File: src/rtl/reg_file_16x16.sv
// reg_file_16x16: sixteen-entry general-purpose register file for the 16-bit
// datapath. It has one synchronous write-back port and two combinational read
// ports with write-through bypass. A processor status (flags) register sits
// alongside, and a saturating debug counter tracks committed writes.
module reg_file_16x16 #(
    parameter int WIDTH  = 16,
    parameter int NREGS  = 16,
    parameter int ADDR_W = 4,
    parameter int FLAG_W = 5
) (
    input  logic              clk,
    input  logic              reset,
    input  logic              wrEnable,
    input  logic [ADDR_W-1:0] wrAddr,
    input  logic [WIDTH-1:0]  wrData,
    input  logic [ADDR_W-1:0] rdAddrA,
    input  logic [ADDR_W-1:0] rdAddrB,
    input  logic              flagsWrite,
    input  logic [FLAG_W-1:0] flagsIn,
    output logic [WIDTH-1:0]  regA,
    output logic [WIDTH-1:0]  regB,
    output logic [FLAG_W-1:0] flagsOut,
    output logic [7:0]        wrCount
);

    logic [WIDTH-1:0] regs [NREGS];

    // Write-back port: every register, r0 included, is writable; reset clears the whole array
    always_ff @(posedge clk or posedge reset) begin
        if (reset) begin
            for (int i = 0; i < NREGS; i++) begin
                regs[i] <= '0;
            end
        end else if (wrEnable) begin
            regs[wrAddr] <= wrData;
        end
    end

    // Flags are latched from the ALU on strobe; the output shows only the stored value
    always_ff @(posedge clk or posedge reset) begin
        if (reset) begin
            flagsOut <= '0;
        end else if (flagsWrite) begin
            flagsOut <= flagsIn;
        end
    end

    // Committed-write counter, held at 255 instead of wrapping
    always_ff @(posedge clk or posedge reset) begin
        if (reset) begin
            wrCount <= '0;
        end else if (wrEnable && (wrCount != 8'hFF)) begin
            wrCount <= wrCount + 8'd1;
        end
    end

    // Read ports forward the in-flight write-back value so a dependent operand sees it this cycle
    always_comb begin
        regA = regs[rdAddrA];
        regB = regs[rdAddrB];
        if (wrEnable && (rdAddrA == wrAddr)) begin
            regA = wrData;
        end
        if (wrEnable && (rdAddrB == wrAddr)) begin
            regB = wrData;
        end
        // reset must win over bypass while it is held high
        if (reset) begin
            regA = '0;
            regB = '0;
        end
    end

endmodule

File: config.mk
export PLATFORM = sky130hd
export DESIGN_NAME = reg_file_16x16
export DESIGN_NICKNAME = d
export VERILOG_FILES = /design/src/rtl/reg_file_16x16.sv
export SDC_FILE = /design/constraint.sdc
export NUM_CORES = 1
export LEC_CHECK = 0
export CORE_MARGIN = 5
export CORE_UTILIZATION = 33
export CTS_CLUSTER_DIAMETER = 200
export CTS_CLUSTER_SIZE = 40
export DETAILED_ROUTE_END_ITERATION = 6
export GPL_TIMING_DRIVEN = 0
export PLACE_DENSITY_LB_ADDON = 0.25
export SYNTH_ARGS = -nofsm -noshare
export SYNTH_HDL_FRONTEND = slang
export SYNTH_SLANG_ARGS = --single-unit
File: constraint.sdc
create_clock -name clk -period 8.1 [get_ports clk]
set_input_delay 0.81 -clock clk [delete_from_list [all_inputs] [get_ports clk]]
set_output_delay 0.81 -clock clk [all_outputs]
set_load 0.02 [all_outputs]
# == Word-level counts from Yosys, hierarchy flattened ==
# Index checks and enable logic that the tools add are counted.
# word_totals
inputBits,37
regBits,269
output_inout_bits,45
# op_classes
n_mux,13
n_reduce_logical,4
n_addsub,1
eq_ne,3
magnitude_cmp,4
bitwise,3
# op_table
operator,n
$bwmux W256,1
$mux W16,9
$bmux W16 S4,2
$demux W16 S4,1
$ge A5 B5 Y1 const B,3
$not A4 Y5,3
$add A8 B1 Y8 const B,1
$eq A4 B4 Y1,2
$ne A8 B8 Y1 const B,1
$lt A5 B1 Y1 const B,1
$logic_and A1 B1 Y1,4

# == Depth between registers and ports, before layout ==
# depth
word_depth,6
depth_mapped,7

# == Worst setup path before layout ==
# OpenSTA, ideal clock, no wires.
# synth_path
path_kind,in2out
startpoint,input reset
endpoint,output regA[10]
n_path_buf,2
arrival_time_ns,7.579
t_required_ns,7.290
slack_ns,-0.289
cell_stages,5
cell_sequence,inv_1 > and3_1 > buf_4 > buf_4 > a22o_1
# synth_between
elab_chain_len,1
# synth_lines
item,line_no,text
start: declaration,12,"input logic reset,"
$mux W16,68,if (reset) begin
end: declaration,20,"output logic [WIDTH-1:0] regA,"
# No other way between the ends.

# == Final worst setup path ==
# layout_path
startpoint,input rdAddrB[0]
endpoint,output regB[14]
# layout_between
elab_chain_len,6
word_cells_on_any_way,8
classes_between,eq/ne: 1; mux: 5; bitwise: 1; reduce/logical: 1
# layout_lines
item,line_no,text
start: declaration,17,"input logic [ADDR_W-1:0] rdAddrB,"
$not A4 Y5 (implied by the code),60,regB = regs[rdAddrB];
$bmux W16 S4,60,
$mux W16 (implied by the code) (2 in a row),60,
$mux W16 (*),64,if (wrEnable && (rdAddrB == wrAddr)) begin
$mux W16 (*),68,
end: declaration,21,"output logic [WIDTH-1:0] regB,"
# Mark *: on every way between the ends. The rest lies on a longest branch, timed or not. The select of a mux whose other input is x is not followed.

==> results.cfg <==
[status]
status = finished clean

[place]
gp_congestion = 0.8158
dpl.hpwl_mm = 31.06
port_buffers = 76
place_area_mm2 = 0.01641
pre_cts_slack_ns = 3.332

[yosys]
synth_nets = 983
synthFlopType = dfrtp_1
synth_seq_area_share_pct = 45.59
syn_inst = 945
synth_most_common_cell = dfrtp_1
yosysUniqueCellTypes = 38
yosys_warnings = 0
netlist_top_cells_area = dfrtp_1 (46%), mux2_2 (20%), mux4_2 (12%), mux4_1 (9.3%), a22oi_1 (3.3%)
asyncSetResetFlopFracSynth_pct = 100.0
ys_top_cells_by_count = dfrtp_1 (269), mux2_2 (259), mux4_2 (76), a22oi_1 (64), mux4_1 (52)
netlist.area_leader.share_pct = 45.59
syn_area_mm2 = 0.01477
yosys.area.top_type = dfrtp_1
synth_seq_cells = 269
avgSynthCellArea_um2 = 15.63
synth_edf_count = 0

[die]
rows = 77
start_util_pct = 33.39
core_area_mm2 = 0.04422
io_pins = 82
dieArea_mm2 = 0.04908
die_h_um = 221.5
die_w_um = 221.5

[finish]
area_growth_syn_to_layout_pct = 13.12
fin_util_pct = 37.77
fin_area_mm2 = 0.01670
layout-drive-gt1-share_pct = 42.40
diodes = 0
fin_nets = 1078

[pwr]
p_comb_share_pct = 30.0
swShare_pct = 30.05
switchingPower_uw = 1103
p_int_uw = 2569
power_frac_seq_pct = 51.3
power.leakage_uw = 0.006978
ir_drop_uv = 146.9
power_frac_clock_pct = 18.7
power_density_mw_per_mm2 = 219.8

[route]
vias = 9150
ant_nets = 0
wl_mm = 42.21
avgRoutedWirePerCell_um = 25.86
drt_first_pass_iters = 5
drc = 0
vias_per_cell = 5.607
drt_iter0_markers = 708

[worst_setup_path]
crit_path_max_fanout = 10
startpoint_type = input pin
end_kind = output pin
cp.required_ns = 7.29
path_class = input pin to output pin
worst-endpoint-arrival_ns = 3.92

[timing]
fmax_mhz = 211.6
period_minus_slack_ns = 4.727
tightest_slew_ns = 0.8360
finalWorstSetupSlack_ns = 3.373
fin_crit_sh_pct = 58.35
rsz0062_at_grt = no
hold-worst-slack_ns = 0.5250
setup_violations = 0
hold_violations = 0
slew_violations = 0
fin_skew_ns = 0.01391
relSlewSlack_pct = 44.06
finalSetupTns_ns = 0

[clocking]
clockBufferDepth = 3
clk_pin_slew_ns = 0.14
root_buffer = clkbuf_16
post_cts_buffers = 0
cts_made_buffers = 10
post_cts_resized = 0
cts_tree = done
clk-insertion-delay-late_ns = 0.51
clock_sinks = 269
cts_hold_buf = 0
h-tree-depth = 1

[global_route]
grt_usage_pct = 16.96
antenna_found_initial = 0
grt_pass1_vias = 9699
gr-total-overflow = 0
grt_start_max_net_pins = 41
grt_pass1_wl_mm = 64.25

[job]
maxCapViolations = 0

[hold_path]
hold_class = flop to flop
[power groups by stage]
stage	Combinational (uW)	Sequential [uW]	Clock [uW]
4_1_cts	1110	1880	717
3_5_place_dp	1110	1910	0
3_3_place_gp	1080	1890	0
6_report	1100	1880	685
2_1_floorplan	782	1860	0
5_1_grt	1180	1930	761
[cells by family (layout without fill, tap and decap cells)]
family | count (synthesis) | in the layout | synth area share (%)
xor gates and xnor gates | 14 | 14 | 0.8304
DFF | 269 | 269 | 45.59
adders and majority gates | 1 | 1 | 0.08472
AOI/OAI and AO/OA | 100 | 100 | 5.296
and+or+nand+nor | 78 | 78 | 2.838
muxes | 390 | 390 | 40.82
buffers and inverters | 93 | 188 | 4.542
[worst max-delay path: stages]
cell             delay [ns]
clkdlybuf4s50_1        0.61
buf_6                  0.23
buf_4                  0.28
buf_2                  0.37
mux4_2                 0.40
a22oi_1                0.23
nand2_1                0.12
a22o_1                 0.28
clkdlybuf4s50_1        0.56
[metal layers]
metal	vias to the layer above	GRT usage [%]	part of all wire, %
met1	4956	25.41	48
met5	-	0	0
met2	247	26.70	46
li1	3906	-	-
met3	41	2.383	4.2
met4	0	3.182	1.8
[area by class of cell]
class	count	area, um2
buffer	90	659.4
clock buffer	11	275.3
clock inverter	1	16.27
fill	4208	27520
inverter	3	15.01
multi-input combinational	583	7365
sequential	269	6731
tap	592	740.7
timing repair buffer	83	900.9
[state kept, by name, indices dropped and copies added (netlist names)]
name and flops:
flagsOut 5, regs 256, wrCount 8
[layout by cell type (no fill, tap or decap), types with 11 or more instances in the layout]
cell and instances:
nand2_1 37, a22o_1 32, dfrtp_1 269, mux4_1 52, buf_12 11, clkdlybuf4s50_1 76, clkbuf_16 11, mux2_2 259
buf_6 15, buf_4 22, mux4_2 76, buf_2 32, a22oi_1 64, clkbuf_1 12
[path summary, 6_finish.rpt]
kind	start	end	slack [ns]	depth (start not counted)
max	rdAddrB[0]	regB[14]	3.37	9
min	flagsOut[3]$_DFFE_PP0P_	flagsOut[3]$_DFFE_PP0P_	0.53	1
max reg2reg	wrCount[0]$_DFFE_PP0P_	wrCount[1]$_DFFE_PP0P_	6.22	4
min reg2reg	flagsOut[3]$_DFFE_PP0P_	flagsOut[3]$_DFFE_PP0P_	0.53	1
max in group asynchronous	reset	wrCount[0]$_DFFE_PP0P_	5.67	7
min in group asynchronous	reset	regs[35]$_DFFE_PP0P_	0.81	2
[metrics by stage]
step	cells	total power, uW
6_report	1632	3672
5_1_grt	1632	3870
4_1_cts	1632	3709
3_5_place_dp	1620	3018
3_3_place_gp	1613	2973
2_1_floorplan	945	2638
Note: power is estimated with default switching activity, not from simulation.
